File: config.mk
export PLATFORM = sky130hd
export DESIGN_NAME = stat_display_sched
export DESIGN_NICKNAME = d
export VERILOG_FILES = /design/src/rtl/stat_disp_pkg.sv /design/src/rtl/dwell_timer.sv /design/src/rtl/stat_display_sched.sv
export SDC_FILE = /design/constraint.sdc
export NUM_CORES = 1
export LEC_CHECK = 0
export CAP_MARGIN = 20
export CORE_ASPECT_RATIO = 0.8
export CORE_MARGIN = 2
export CORE_UTILIZATION = 30
export CTS_CLUSTER_DIAMETER = 30
export DETAILED_ROUTE_END_ITERATION = 12
export DONT_BUFFER_PORTS = 1
export GPL_ROUTABILITY_DRIVEN = 0
export SYNTH_ARGS = -nofsm -noshare
export SYNTH_HDL_FRONTEND = slang
export SYNTH_SLANG_ARGS = --single-unit
File: constraint.sdc
create_clock -name clk -period 3.02 [get_ports clk]
set_input_delay 0.604 -clock clk [delete_from_list [all_inputs] [get_ports clk]]
set_output_delay 0.604 -clock clk [all_outputs]
set_load 0.05 [all_outputs]
File: src/rtl/stat_disp_pkg.sv
// Shared types and codes for the statistics display scheduler.
// State enum, op/source codes, dwell default and rotate-step helper.
package stat_disp_pkg;

  typedef enum logic [1:0] {
    ST_FIXED,
    ST_SCAN,
    ST_ROTATE
  } state_t;

  localparam logic [2:0] OP_CPU    = 3'd0;
  localparam logic [2:0] OP_CYCLES = 3'd1;
  localparam logic [2:0] OP_UNCOND = 3'd2;
  localparam logic [2:0] OP_COND   = 3'd3;
  localparam logic [2:0] OP_BUBBLE = 3'd4;
  localparam logic [2:0] OP_SCAN   = 3'd5;
  localparam logic [2:0] OP_ROTATE = 3'd6;
  localparam logic [2:0] OP_ALIAS  = 3'd7;

  localparam logic [2:0] SRC_CPU    = 3'd0;
  localparam logic [2:0] SRC_CYCLES = 3'd1;
  localparam logic [2:0] SRC_UNCOND = 3'd2;
  localparam logic [2:0] SRC_COND   = 3'd3;
  localparam logic [2:0] SRC_BUBBLE = 3'd4;
  localparam logic [2:0] SRC_RAM    = 3'd5;

  localparam int DWELL_DEFAULT = 50000000;

  function automatic logic [2:0] rot_next(
    input logic [2:0] s
  );
    return (s == SRC_BUBBLE) ? SRC_CYCLES
                             : s + 3'd1;
  endfunction

endpackage

File: src/rtl/dwell_timer.sv
// Free-running dwell counter with synchronous clear.
// Ports: clk, rst (async active-low), clr, tc (terminal-count pulse).
module dwell_timer
  import stat_disp_pkg::*;
#(
  parameter int CYCLES = DWELL_DEFAULT
) (
  input  logic clk,
  input  logic rst,
  input  logic clr,
  output logic tc
);

  localparam int W = $clog2(CYCLES);
  localparam logic [W-1:0] LAST = W'(CYCLES - 1);

  logic [W-1:0] cnt;

  // a clear in the same cycle masks the expiry
  assign tc = !clr && (cnt == LAST);

  always_ff @(posedge clk or negedge rst) begin
    if (!rst) begin
      cnt <= '0;
    end else if (clr || cnt == LAST) begin
      cnt <= '0;
    end else begin
      cnt <= cnt + W'(1);
    end
  end

endmodule

File: src/rtl/stat_display_sched.sv
// Chooses what the 7-segment display shows: CPU value, a stat counter,
// a RAM scan or a rotation over the counters. Optional STAT_SNAPSHOT_EN
// latches all four counters together so rotated values are consistent.
// Ports: clk, rst (async active-low), display_op, led_cpu_enable,
//   led_data_in, total_cycles, uncondi_branch_num, condi_branch_num,
//   bubble_num, ram_display_data_out -> ram_display_addr, disp_data,
//   disp_src, disp_update.
module stat_display_sched
  import stat_disp_pkg::*;
#(
  parameter int ADDR_BITS    = 12,
  parameter int DWELL_CYCLES = DWELL_DEFAULT
) (
  input  logic                 clk,
  input  logic                 rst,
  input  logic [2:0]           display_op,
  input  logic                 led_cpu_enable,
  input  logic [31:0]          led_data_in,
  input  logic [31:0]          total_cycles,
  input  logic [31:0]          uncondi_branch_num,
  input  logic [31:0]          condi_branch_num,
  input  logic [31:0]          bubble_num,
  input  logic [31:0]          ram_display_data_out,
  output logic [ADDR_BITS-3:0] ram_display_addr,
  output logic [31:0]          disp_data,
  output logic [2:0]           disp_src,
  output logic                 disp_update
);

  localparam int AW = ADDR_BITS - 2;

  state_t        state_q, n_state;
  logic [2:0]    op_q, n_src;
  logic [AW-1:0] n_addr;
  logic [31:0]   n_data, n_hold, cpu_hold;
  logic          n_upd, n_cap, cap_q, live_q;
  logic          state_chg, step;
  logic [31:0]   st_c, st_u, st_k, st_b;

  function automatic logic [31:0] pick(
    input logic [2:0]  s,
    input logic [31:0] c,
    input logic [31:0] u,
    input logic [31:0] k,
    input logic [31:0] b
  );
    case (s)
      SRC_UNCOND: pick = u;
      SRC_COND:   pick = k;
      SRC_BUBBLE: pick = b;
      default:    pick = c;
    endcase
  endfunction

  // step is never raised in a state-change cycle, so op changes win
  dwell_timer #(
    .CYCLES(DWELL_CYCLES)
  ) u_dwell (
    .clk(clk),
    .rst(rst),
    .clr(state_chg),
    .tc (step)
  );

`ifdef STAT_SNAPSHOT_EN
  logic [31:0] snap_c, snap_u, snap_k, snap_b;
  logic        stat_now, stat_next, snap_ld;

  assign stat_now  = disp_src != SRC_CPU
                  && disp_src != SRC_RAM;
  assign stat_next = n_state == ST_ROTATE
                  || (n_state == ST_FIXED
                      && op_q != OP_CPU);
  assign snap_ld   = stat_next
                  && (state_chg || !stat_now || step);

  always_ff @(posedge clk or negedge rst) begin
    if (!rst) begin
      snap_c <= '0;
      snap_u <= '0;
      snap_k <= '0;
      snap_b <= '0;
    end else if (snap_ld) begin
      snap_c <= total_cycles;
      snap_u <= uncondi_branch_num;
      snap_k <= condi_branch_num;
      snap_b <= bubble_num;
    end
  end

  // on a latch cycle the shown value is the one being captured
  assign st_c = snap_ld ? total_cycles       : snap_c;
  assign st_u = snap_ld ? uncondi_branch_num : snap_u;
  assign st_k = snap_ld ? condi_branch_num   : snap_k;
  assign st_b = snap_ld ? bubble_num         : snap_b;
`else
  assign st_c = total_cycles;
  assign st_u = uncondi_branch_num;
  assign st_k = condi_branch_num;
  assign st_b = bubble_num;
`endif

  always_comb begin
    n_state = ST_FIXED;
    unique case (1'b1)
      op_q == OP_SCAN:   n_state = ST_SCAN;
      op_q == OP_ROTATE: n_state = ST_ROTATE;
      default:           n_state = ST_FIXED;
    endcase
  end

  assign state_chg = n_state != state_q;

  always_comb begin
    n_addr = ram_display_addr;
    n_data = disp_data;
    n_src  = disp_src;
    n_upd  = !live_q;
    n_cap  = 1'b0;
    n_hold = led_cpu_enable ? led_data_in : cpu_hold;
    case (n_state)
      ST_FIXED: begin
        n_src = op_q;
        if (op_q == OP_CPU) begin
          if (led_cpu_enable) begin
            n_data = led_data_in;
            n_upd  = 1'b1;
          end else if (state_chg
                       || disp_src != SRC_CPU) begin
            n_data = cpu_hold;
          end
        end else begin
          n_data = pick(op_q, st_c, st_u, st_k, st_b);
        end
      end
      ST_SCAN: begin
        n_src = SRC_RAM;
        if (state_chg) begin
          n_data = ram_display_data_out;
        end else if (cap_q) begin
          n_data = ram_display_data_out;
          n_upd  = 1'b1;
        end
        // RAM read is combinational on the address, so the
        // new word is captured on the following edge
        if (step) begin
          n_addr = ram_display_addr + AW'(1);
          n_cap  = 1'b1;
        end
      end
      ST_ROTATE: begin
        if (state_chg) begin
          n_src = SRC_CYCLES;
        end else if (step) begin
          n_src = rot_next(disp_src);
        end
        n_data = pick(n_src, st_c, st_u, st_k, st_b);
      end
      default: ;
    endcase
    if (state_chg || n_src != disp_src) begin
      n_upd = 1'b1;
    end
  end

  always_ff @(posedge clk or negedge rst) begin
    if (!rst) begin
      op_q             <= OP_CPU;
      state_q          <= ST_FIXED;
      ram_display_addr <= '0;
      disp_data        <= '0;
      disp_src         <= SRC_CPU;
      disp_update      <= 1'b0;
      cpu_hold         <= '0;
      cap_q            <= 1'b0;
      live_q           <= 1'b0;
    end else begin
      op_q             <= (display_op == OP_ALIAS)
                          ? OP_CPU : display_op;
      state_q          <= n_state;
      ram_display_addr <= n_addr;
      disp_data        <= n_data;
      disp_src         <= n_src;
      disp_update      <= n_upd;
      cpu_hold         <= n_hold;
      cap_q            <= n_cap;
      live_q           <= 1'b1;
    end
  end

endmodule

Word level (Yosys, flattened, before mapping)
Index checks and enable logic that the tools add are counted.

Register bits after elaboration: 111. Input bits: 198. Word-level logic and storage cells: 66.

Add/sub/neg operators: 3. Eq/ne operators: 17. Multiplexer cells: 24. Reduce and logical (&&, ||, !) cells: 12.

Operator list (number): one-hot mux 32 bit (3 select lines) (3); 2-to-1 mux 32 bit (5); adder 26 x 1 -> 26 bit, second input constant (1); equality test 26 bit, second input constant (1); 2-to-1 mux 26 bit (1); equality test 3 bit, second input constant (6); 2-to-1 mux 3 bit (5); equality test 3 x 2 -> 1 bit, second input constant (4); adder 10 x 1 -> 10 bit, second input constant (1); one-hot mux 3 bit (3 select lines) (1); 2-to-1 mux 1 bit (7); nonzero test 3 bit (2); inequality test 4 bit, second input constant (1); one-hot mux 2 bit (2 select lines) (1); adder 3 x 1 -> 3 bit, second input constant (1); zero test 3 bit (1); logical OR 1 bit (3); inequality test 3 bit (1); inequality test 3 bit, second input constant (1); AND reduction 3 bit (1); equality test 2 x 1 -> 1 bit, second input constant (1); equality test 2 bit, second input constant (1); zero test 1 bit (2); zero test 2 bit (1); 4 further kinds (4).

Depth between registers and ports, before layout
Depth in word-level cells: 12. Mapped depth: 12. Depth with buffers taken out: 10.

By module
From an unflattened synthesis, not the netlist that was laid out.

Cells, all modules: 913. Area total of the unflattened synthesis: 7975.1 um^2.

Modules (own cells, without submodules): stat_display_sched (instances 1, cells an instance 756, area each 6505.0 um^2, seq. area each 2127.0 um^2); dwell_timer (instances 1, cells an instance 157, area each 1470.2 um^2, seq. area each 650.6 um^2).

Least setup slack after synthesis
Ideal clock, no wire load.

Path kind: register to register. Start point: reg op_q[2]. End point: reg disp_data[11]. Setup time: 129 ps. Arrival: 2791 ps. Required time: 2891 ps. Setup slack: 100 ps. Cell stages (with the launch flop): 13. Path buffers: 4. Period minus slack after synthesis: 2920 ps. Path through: dfrtp_1 -> buf_2 -> buf_1 -> nand2_1 -> ha_1 -> nor3b_1 -> a32o_1 -> a22oi_2 -> o22ai_2 -> buf_4 -> buf_2 -> mux2i_1 -> a211oi_2.

Cells in the longest elaborated chain, start to end: 11. Elaborated cells between the ends (all ways): 29.

Ends and longest elaborated chain: start: declaration (line stat_display_sched.sv:33) `logic [2:0] op_q, n_src;`; start signal: assignment (line stat_display_sched.sv:178) `op_q <= (display_op == OP_ALIAS)`; equality test 3 bit (on tied branches) (line stat_display_sched.sv:107, stat_display_sched.sv:106); one-hot mux 2 bit (2 select lines) (line stat_display_sched.sv:105) `unique case (1'b1)`; inequality test 2 bit (line stat_display_sched.sv:112) `assign state_chg = n_state != state_q;`; zero test 1 bit (line dwell_timer.sv:20) `assign tc = !clr && (cnt == LAST);`; logical AND 1 bit (line dwell_timer.sv:20); 2-to-1 mux 3 bit (line stat_display_sched.sv:154) `end else if (step) begin`; 2-to-1 mux 3 bit (line stat_display_sched.sv:152) `if (state_chg) begin`; 2-to-1 mux 3 bit (line stat_display_sched.sv:121) `case (n_state)`; equality test 3 bit or equality test 3 x 2 -> 1 bit (tied branches) (line stat_display_sched.sv:47) `case (s)`; one-hot mux 32 bit (3 select lines) (line stat_display_sched.sv:47); one-hot mux 32 bit (3 select lines) (line stat_display_sched.sv:121); end signal: assignment (line stat_display_sched.sv:182) `disp_data <= n_data;`; end: declaration (line stat_display_sched.sv:25) `output logic [31:0] disp_data,`.

Parallel ways exist; a longest one is shown, timed or not. The select of a mux whose other input is x is not followed. A chain may end at the register's enable or synchronous reset.

Final worst setup path
Start point: reg op_q[0]. End point: reg disp_data[16].

The elaborated chain is that of the path after synthesis.

==> reports/results.ini <==
[worst_setup_path]
cp.arrival_ns=3.07
worstSetupPathType=reg -> reg
critPathRequiredTime_ns=3.30
worstSetupStartpointType=flop
rrSetupSlack_ns=0.23
cp-endpoint=disp_data[16]
r2r_cells=10
worstPathMaxFanout=16
r2r_end=disp_data[16]
cp-end-kind=flop
startpoint=op_q[0]
r2r_start=op_q[0]

[logic_synthesis]
yosys.area_share.simple_pct=21.9
ys_ff_latch=111
synth_top_cell_by_area=dfrtp_1
async_flop_share_pct=100
synth_edf_count=0
synth_top_family_by_area=compound AO/OA/AOI/OAI gates
synth_compound_gate_area_share_pct=25.2
netlist_area_um2=8270
ys_seq_area_share_pct=33.6
synthFlopType=dfrtp_1
yosysWarnings=0
syn_nets=1132
syn_avg_cell_area_um2=8.94
synth_commonest_cells=dfrtp_1, nor2_1, clkbuf_1, nand2_1, inv_1
ys_types=59
synthMuxAreaShare_pct=8.64
synth_top_area_share_pct=33.6
synthTopCellsByArea=dfrtp_1, mux2_2, nor2_1, a211oi_2, and4b_1
postSynthCellCount=925
synth.most_common_cell=dfrtp_1
synth_xor_area_share_pct=3.18
synth_fa_ha_area_share_pct=1.36

[floorplan]
num_rows=54
dieArea_um2=28900
die_w_um=190
initial_core_util_pct=30.4
io_pins=244
die_h_um=153
fp.coreArea_um2=27200

[placement]
place_ws_ns=0.124
dpl.hpwl_mm=20.7
portBuffers=0
dpl_cell_area_um2=8790

[clocking]
cts_tree=built
cts_max_level=3
clk_latency_ns=0.37
cts-root-buf=clkbuf_16
ctsLongestPathBuffers=2
cts_sinks=111
numCtsBuffers=9
clkTransAtPathRegs_ns=0.08

[routing]
routed_wl_mm=30.1
avgViaCountPerCell=5.89
drt-initial-drc-count=506
drcViolationCount=0
routed-via-count=7494
drt_first_pass_iters=5
antenna_left=0
wl_per_cell_um=23.7

[finish]
layout.nets=1110
regArea_um2=2780
n_fill_cell=2791
drive_gt1_share_pct=16.0
multi_input_area_um2=5040
area_growth_pct=10.6
final_util_pct=33.7
postLayoutCellArea_um2=9150

[pwr]
cellLeakagePower_nw=3.58
pwr-share-comb_pct=24.2
netSwitchingFraction_pct=38.6
power_switching_mw=1.81
intPower_mw=2.88
power.total_mw=4.69
seqPwrFrac_pct=46.3
power_density_nw_per_um2=513
p_clk_share_pct=29.5
vdd_drop_max_uv=331

[grt]
grt_pass1_vias=7307
grt_overflow=0
antenna_found_initial=1
grt_max_degree=112
grt_pass1_wl_mm=45.2
grt.total_usage_pct=20.4

[sta]
period_minus_slack_ns=2.79
setup_slack_ns=0.229
rsz0062_at_grt=false
setup_viol=0
finalHoldViolCount=111
relSlewSlack_pct=54.2
skew_ns=0.0174
tns_ns=0
whs_ns=-0.0743
maxSlewViolCount=0
fmax_mhz=358
worstMarginPinSlew_ns=0.681
timing.final.crit_share_pct=92.4

[hold_path]
holdCritPathClass=in -> async

[run_status]
status=complete, but fails checks
violations=negative hold slack

[run]
max-cap-violations=0

==> worst min-delay path by stage <==
stage                    endpoint  slack (ns)
floorplan                   cap_q        0.31
global placement    disp_data[26]        0.31
detailed placement   cpu_hold[26]        0.31
CTS                 disp_data[10]       -0.10
global route         cpu_hold[26]        -0.1
finish               cpu_hold[26]       -0.07
==> final cells by class <==
cell class / count / area share (%)
timing repair buffer: 43 / 4.24
tap: 364 / 4.98
inverter: 43 / 1.76
clock inverter: 7 / 1.11
antenna: 1 / 0.0273
sequential: 111 / 30.4
clock buffer: 9 / 2.46
multi-input combinational: 695 / 55.0
==> logic make-up (layout without fill, tap and decap cells) <==
kind of cell / Yosys count / after routing
xor gates and xnor gates: 30 / 30
muxes: 67 / 67
DFF: 111 / 111
buffers and inverters: 119 / 102
adders and majority gates: 9 / 9
other: 1 / 2
AOI/OAI and AO/OA: 265 / 265
and+or+nand+nor: 323 / 323
==> registers in the layout, summed over array words and instances, names as in the netlist <==
| signal | count |
|---|---|
| disp_src | 3 |
| op_q | 3 |
| cap_q | 1 |
| disp_data | 32 |
| live_q | 1 |
| ram_display_addr | 10 |
| u_dwell.cnt | 26 |
| state_q | 2 |
| disp_update | 1 |
| cpu_hold | 32 |
==> worst max-delay path: stages, from the launching register on <==
cell	delay (ns)
dfrtp_1	0.46
nor2b_1	0.19
nand2_1	0.16
ha_1	0.27
nor3b_1	0.20
o21ai_0	0.15
a22o_2	0.38
nand2_1	0.14
buf_4	0.28
o221ai_1	0.22
a211oi_2	0.24
==> through the flow <==
step / hold slack [ns] / std cells
finish: -0.0743 / 1273
global route: -0.0976 / 1272
CTS: -0.100 / 1270
detailed placement: 0.311 / 1254
global placement: 0.311 / 1254
floorplan: 0.308 / 925
==> layout by cell type (no fill, tap or decap), types with 32 or more instances in the layout <==
| master | netlist | final |
|---|---|---|
| o21ai_0 | 40 | 40 |
| nor2b_1 | 36 | 35 |
| mux2_2 | 35 | 35 |
| o21a_1 | 32 | 32 |
| buf_4 | 4 | 35 |
| dfrtp_1 | 111 | 109 |
| mux2i_1 | 32 | 32 |
| nor2_1 | 101 | 100 |
| o22ai_1 | 33 | 33 |
| inv_1 | 43 | 43 |
| and4b_1 | 32 | 32 |
| a221oi_1 | 33 | 33 |
| nor3b_1 | 34 | 33 |
| nand2_1 | 58 | 58 |
==> timing repair <==
item | in CTS | in global routing
resized for setup | 0 | 5
setup buffers | 0 | 2
endpoints found under the hold margin | 111 | 111
endpoints found under the setup margin | 0 | 38
==> power by group through the flow <==
stage	Sequential, mW	Combinational, mW	Clock, mW
CTS	2.18	1.13	1.42
floorplan	2.16	0.849	0
global placement	2.20	1.11	0
finish	2.17	1.14	1.38
detailed placement	2.21	1.12	0
global route	2.20	1.25	1.47
==> per-layer routing <==
metal | GRT usage (%) | share of wire, %
met1 | 26.4 | 42
met2 | 32.5 | 45
met3 | 6.89 | 10
met4 | 6.02 | 2.2
met5 | 0 | 0.043
No activity file was read; power rests on OpenSTA's default activity.
